[config.mk]
export PLATFORM = sky130hd
export DESIGN_NAME = dmem_arbiter_ctrl
export DESIGN_NICKNAME = d
export VERILOG_FILES = /design/src/rtl/dmem_arbiter_ctrl.sv
export SDC_FILE = /design/constraint.sdc
export NUM_CORES = 1
export LEC_CHECK = 0
export BUFFER_PORTS_ARGS = -buffer_cell sky130_fd_sc_hd__buf_2
export CAP_MARGIN = 20
export CORE_AREA = 2 2 118 120
export DETAILED_ROUTE_END_ITERATION = 10
export DIE_AREA = 0 0 120 122
export PLACE_DENSITY_LB_ADDON = 0.3
export SYNTH_ARGS = -nofsm -noshare
export SYNTH_HDL_FRONTEND = slang
export SYNTH_SLANG_ARGS = --single-unit
[constraint.sdc]
create_clock -name clk -period 6.5 [get_ports clk]
set_clock_uncertainty 0.05 [all_clocks]
set_input_delay 1.3 -clock clk [delete_from_list [all_inputs] [get_ports clk]]
set_output_delay 1.3 -clock clk [all_outputs]
set_load 0.01 [all_outputs]
[src/rtl/dmem_arbiter_ctrl.sv]
// Data-memory front end: arbitrates core and debug ports, extracts sub-word loads
// and turns byte/half stores into a two-cycle read-modify-write.
module dmem_arbiter_ctrl #(
  parameter bit RR_EN = 1'b1
) (
  input  logic        clk,
  input  logic        rst,
  input  logic        c_req,
  input  logic        c_we,
  input  logic [1:0]  c_size,
  input  logic        c_uns,
  input  logic [31:0] c_addr,
  input  logic [31:0] c_wdata,
  output logic [31:0] c_rdata,
  output logic        c_done,
  output logic        c_err,
  output logic        c_stall,
  input  logic        d_req,
  input  logic        d_we,
  input  logic [31:0] d_addr,
  input  logic [31:0] d_wdata,
  output logic [31:0] d_rdata,
  output logic        d_done,
  output logic        mem_we,
  output logic [31:0] mem_a,
  output logic [31:0] mem_wd,
  input  logic [31:0] mem_rd
);

  typedef enum logic {IDLE, RMW_WR} state_t;

  state_t      state;
  logic        rr_last;   // 1: debug was granted last
  logic [31:0] rmw_word;
  logic [31:0] rmw_addr;

  logic        misal;
  logic        core_win;
  logic        dbg_win;
  logic        sub_store;
  logic [7:0]  lane_b;
  logic [15:0] lane_h;
  logic [31:0] merged;
  logic        unused_ok;

  assign unused_ok = ^d_addr[1:0];

  assign misal = (c_size == 2'b11) ||
                 (c_size == 2'b01 && c_addr[0]) ||
                 (c_size == 2'b10 && c_addr[1:0] != 2'b00);

  // Core takes a tie when round-robin is off or debug went last.
  assign core_win  = (state == IDLE) && c_req && (!d_req || !RR_EN || rr_last);
  assign dbg_win   = (state == IDLE) && d_req && !core_win;
  assign sub_store = c_we && !misal && (c_size != 2'b10);

  assign lane_b = 8'(mem_rd >> {c_addr[1:0], 3'b000});
  assign lane_h = c_addr[1] ? mem_rd[31:16] : mem_rd[15:0];

  always_comb begin
    merged = mem_rd;
    if (c_size == 2'b00) begin
      case (c_addr[1:0])
        2'd0:    merged[7:0]   = c_wdata[7:0];
        2'd1:    merged[15:8]  = c_wdata[7:0];
        2'd2:    merged[23:16] = c_wdata[7:0];
        default: merged[31:24] = c_wdata[7:0];
      endcase
    end else if (c_addr[1]) begin
      merged[31:16] = c_wdata[15:0];
    end else begin
      merged[15:0] = c_wdata[15:0];
    end
  end

  always_comb begin
    c_rdata = '0;
    c_done  = 1'b0;
    c_err   = 1'b0;
    d_rdata = '0;
    d_done  = 1'b0;
    mem_we  = 1'b0;
    mem_a   = '0;
    mem_wd  = '0;
    if (!rst) begin
      if (state == RMW_WR) begin
        mem_we = 1'b1;
        mem_a  = rmw_addr;
        mem_wd = rmw_word;
        c_done = 1'b1;
      end else if (core_win) begin
        if (misal) begin
          c_done = 1'b1;
          c_err  = 1'b1;
        end else begin
          mem_a = c_addr;
          if (!c_we) begin
            c_done = 1'b1;
            case (c_size)
              2'b00:   c_rdata = c_uns ? {24'b0, lane_b} : {{24{lane_b[7]}}, lane_b};
              2'b01:   c_rdata = c_uns ? {16'b0, lane_h} : {{16{lane_h[15]}}, lane_h};
              default: c_rdata = mem_rd;
            endcase
          end else if (!sub_store) begin
            mem_we = 1'b1;
            mem_wd = c_wdata;
            c_done = 1'b1;
          end
        end
      end else if (dbg_win) begin
        mem_a   = {d_addr[31:2], 2'b00};
        mem_we  = d_we;
        mem_wd  = d_wdata;
        d_rdata = mem_rd;
        d_done  = 1'b1;
      end
    end
  end

  assign c_stall = c_req && !c_done;

  always_ff @(posedge clk or posedge rst) begin
    if (rst) begin
      state    <= IDLE;
      rr_last  <= 1'b1;
      rmw_word <= '0;
      rmw_addr <= '0;
    end else begin
      case (state)
        IDLE: begin
          if (core_win) begin
            rr_last <= 1'b0;
            if (sub_store) begin
              rmw_word <= merged;
              rmw_addr <= c_addr;
              state    <= RMW_WR;
            end
          end else if (dbg_win) begin
            rr_last <= 1'b1;
          end
        end
        default: state <= IDLE;
      endcase
    end
  end

endmodule

; ---- Word-level counts from Yosys, hierarchy flattened
; Cells that the tools add are included.
[classes]
n_bitwise = 1
reduce_logical = 23
n_shift = 1
mux = 57
eq_ne = 6
[op_table]
columns = op, count
row1 = 32-bit two-way mux, 24
row2 = 32-bit case mux with 2 select lines, 1
row3 = 16-bit two-way mux, 3
row4 = 8-bit two-way mux, 4
row5 = 32-bit by 5-bit right shift with 8-bit output, 1
row6 = 1-bit two-way mux, 25
row7 = 1-bit logical AND, 9
row8 = 2-bit equality test (second input constant), 3
row9 = 2-bit by 1-bit equality test with 1-bit output (second input constant), 2
row10 = 1-bit logical NOT, 4
row11 = 2-bit logical NOT, 2
row12 = 2-bit nonzero test, 2
row13 = 1-bit logical OR, 3
row14 = 3-bit AND reduction, 1
row15 = 3-bit OR reduction, 1
row16 = 2-bit != test (second input constant), 1
row17 = 2-bit AND reduction, 1
row18 = 1-bit inverter, 1
[totals]
in_bits = 169
elab_cells = 92
out_inout_bits = 133
ff_bits = 66

; ---- Logic depth before layout (Yosys ltp)
[depth]
word_depth = 15
mapped_depth = 7
mapped_depth_nobuf = 4

; ---- Least setup slack after synthesis
; OpenSTA, ideal clock, no wires.
[synth_path]
kind = input-to-output
start = input rst
end = output mem_wd[10]
path_stages = 5
arrival_time_ns = 3.835
setup_slack_ns = 1.315
path_buffers = 1
required_time_ns = 5.150
path_cell_list = inv_1 -> nand3_1 -> nor4_4 -> buf_6 -> a21o_1
[synth_between]
elab_chain_cells = 1
[synth_lines]
columns = element, line_no
row1 = from (decl), 7  ; input logic rst,
row2 = 32-bit two-way mux, 85  ; if (!rst) begin
row3 = to (decl), 26  ; output logic [31:0] mem_wd,
; Every way passes these cells.

; ---- Worst setup path after layout
[layout_path]
start = input c_size[0]
end = output c_rdata[25]
[layout_between]
elab_chain_cells = 8
word_cells_on_any_way = 14
classes_between = eq/ne: 3 / mux: 6 / reduce/logical: 5
[layout_lines]
columns = element, line_no
row1 = from (decl), 10  ; input logic [1:0] c_size,
row2 = branches (longest 4 deep; another with 32-bit case mux with 2 select lines), --
row3 = 32-bit two-way mux *, 92  ; if (misal) begin
row4 = 32-bit two-way mux *, 91  ; end else if (core_win) begin
row5 = 32-bit two-way mux *, 86  ; if (state == RMW_WR) begin
row6 = 32-bit two-way mux *, 85
row7 = to (decl), 14  ; output logic [31:0] c_rdata,
; Every way passes the cells marked *.

==> results_dict.tcl <==
set metrics [dict create \
    setup_viol 0 \
    gr-usage-met2 0.399 \
    root_buffer "clkbuf_16" \
    ys_ff_latch 66 \
    synth_edf_count 0 \
    ff2ff_setup_slack_ps 3900 \
    synth.area.top_cells "dfrtp_1, a221oi_1, mux2_4, a22o_1, a21o_1" \
    tightest_slew_ps 1040 \
    ant_nets 0 \
    wirelength_microns 19300 \
    worstPathArrival_ps 3410 \
    grt_pass1_vias 5237 \
    synth_flop_cell "dfrtp_1" \
    gr-usage-met3 0.0473 \
    tns_ps 0 \
    post-route-period-util 0.733 \
    yosys.cell_types.count 53 \
    htree_levels 3 \
    tritoncts "yes" \
    required_ps 5150 \
    finalNetCount 1030 \
    yosys.area.top_type "dfrtp_1" \
    maxCapViolCount 0 \
    drtIter0Drc 635 \
    fmax_mhz 210 \
    die-area_sq_mm 0.0146 \
    synth_common_cells "dfrtp_1, nand2_1, o21ai_0" \
    top_usage_layer "met2" \
    holdPathStages 2 \
    initial_core_util 0.396 \
    grt_pass1_wl_microns 28900 \
    cp-start-kind "primary input" \
    rr_worst_depth 5 \
    cts_resized 0 \
    cts_buffers 9 \
    clock_latency_ps 330 \
    firstDrtPassIters 5 \
    cp-end-kind "output pin" \
    critPathMaxFanout 31 \
    min-delay-start "rmw_word[31]" \
    post_dp_cell_area_sq_mm 0.00681 \
    max_slew_margin 0.305 \
    fillCellCount 1329 \
    clk_pin_slew_ps 50 \
    grt_overflow 0 \
    ir_drop_mv 0.115 \
    hold_buffers 0 \
    wire_per_inst_microns 18.5 \
    synthMostInstantiatedCell "dfrtp_1" \
    synthDominantCellAreaShare 0.304 \
    status "finished clean" \
    async_flop_share 1.00 \
    syn-cell-area_sq_mm 0.00535 \
    die_h_microns 122 \
    grtUsageMet1 0.356 \
    hold_path.class "reg -> reg" \
    total_power_mw 1.57 \
    final_cell_area_sq_mm 0.00715 \
    finalHoldViolCount 0 \
    min_period_ps 4760 \
    ios 302 \
    core-area_sq_mm 0.0135 \
    grt_max_degree 70 \
    numPortBuffers 299 \
    rsz0062_at_grt "no" \
    numClockSinks 66 \
    power_leakage_nw 3.88 \
    grt_antenna_before_repair 1 \
    seq_area_frac_synth 0.309 \
    drc_errors 0 \
    avgSynthCellArea_sq_um 8.85 \
    dp_hpwl_microns 13900 \
    gp_congestion 0.871 \
    drive_gt1_frac 0.430 \
    timing.final.max_slew_violations 0 \
    avgViaCountPerCell 5.53 \
    syn_inst 604 \
    r2r-start "state" \
    grt_usage 0.254 \
    clk_path_buf_depth 2 \
    post-cts-setup-buffers 0 \
    yosys_warnings 0 \
    synth_nets 773 \
    r2r-end "rmw_word[12]" \
    vias 5795 \
    die_x_microns 120 \
    power_density_mw_per_mm2 219 \
    fp-row-count 43 \
    critPathKind "in -> out" \
    area_growth_syn_to_layout_pct 33.8 \
    whs_endpoint "rmw_word[31]" \
]
## cell families after synthesis
group           after synthesis  share of synthesized area
compound gates              213                      0.292
flops                        66                      0.309
simple gates                197                      0.200
buf+inv                      71                     0.0697
mux                          57                      0.130
## flip-flops by register name, indices dropped and copies added, names as in the netlist
signal and count:
rmw_addr 32, rmw_word 32, rr_last 1, state 1
## through the flow
step / setup WS, ps / utilization / cells / hold WS, ps
floorplan: 1310 / - / 604 / 401
global placement: 1750 / 0.502 / 1028 / 413
detailed placement: 1740 / 0.504 / 1029 / 426
CTS: 1740 / 0.528 / 1045 / 439
global route: 1510 / 0.530 / 1046 / 456
finish: 1740 / 0.530 / 1047 / 430
## report_power, final
| group | leakage, nW | switching, mW | internal, mW |
|---|---|---|---|
| registers | 0.805 | 0.0696 | 0.524 |
| logic | 2.92 | 0.225 | 0.225 |
| clock network | 0.156 | 0.182 | 0.345 |
| total | 3.88 | 0.476 | 1.09 |
## worst max path at each step
stage,from,end,slack (ps),cells after the start
detailed placement,c_size[0],c_rdata[24],1740,6
finish,c_size[0],c_rdata[25],1740,6
global placement,c_size[0],c_rdata[26],1750,6
global route,c_size[0],c_rdata[22],1510,6
CTS,c_size[0],c_rdata[25],1740,6
floorplan,rst,mem_wd[10],1310,5
## worst max-delay path, stage by stage
cell and delay [ps]:
buf_2 530, a21oi_4 150, o2111ai_2 700, a21o_1 450, nor2_1 100, buf_2 160
## layout by cell type, fill, tap and decap left out, types with 6 or more instances in the layout
cell type	instances
a21o_1	33
a21oi_1	20
a221oi_1	36
a222oi_1	6
a22o_1	32
a2bb2oi_1	6
a31oi_1	11
and2_1	33
buf_2	299
buf_4	6
clkbuf_16	9
dfrtp_1	64
inv_1	8
mux2_1	9
mux2_2	13
mux2_4	19
mux2i_1	16
nand2_1	44
nor2_1	29
nor2b_1	36
nor3_1	34
o21a_1	9
o21ai_0	38
o21ai_1	9
## layout make-up
cell class                 instances  area [sq um]  share of cell area
antenna                            1          2.50            0.000350
clock buffer                      11           243              0.0339
clock inverter                     5          77.6              0.0108
inverter                          10          37.5             0.00525
multi-input combinational        467          3330               0.465
sequential                        66          1650               0.231
tap                              180           225              0.0315
timing repair buffer             307          1590               0.222
## metal layers
metal,wire (microns),up-vias
met5,0,-
met4,315,0
met3,1360,26
met2,9110,236
met1,8560,2777
li1,-,2756
(Power assumes the default switching activity.)
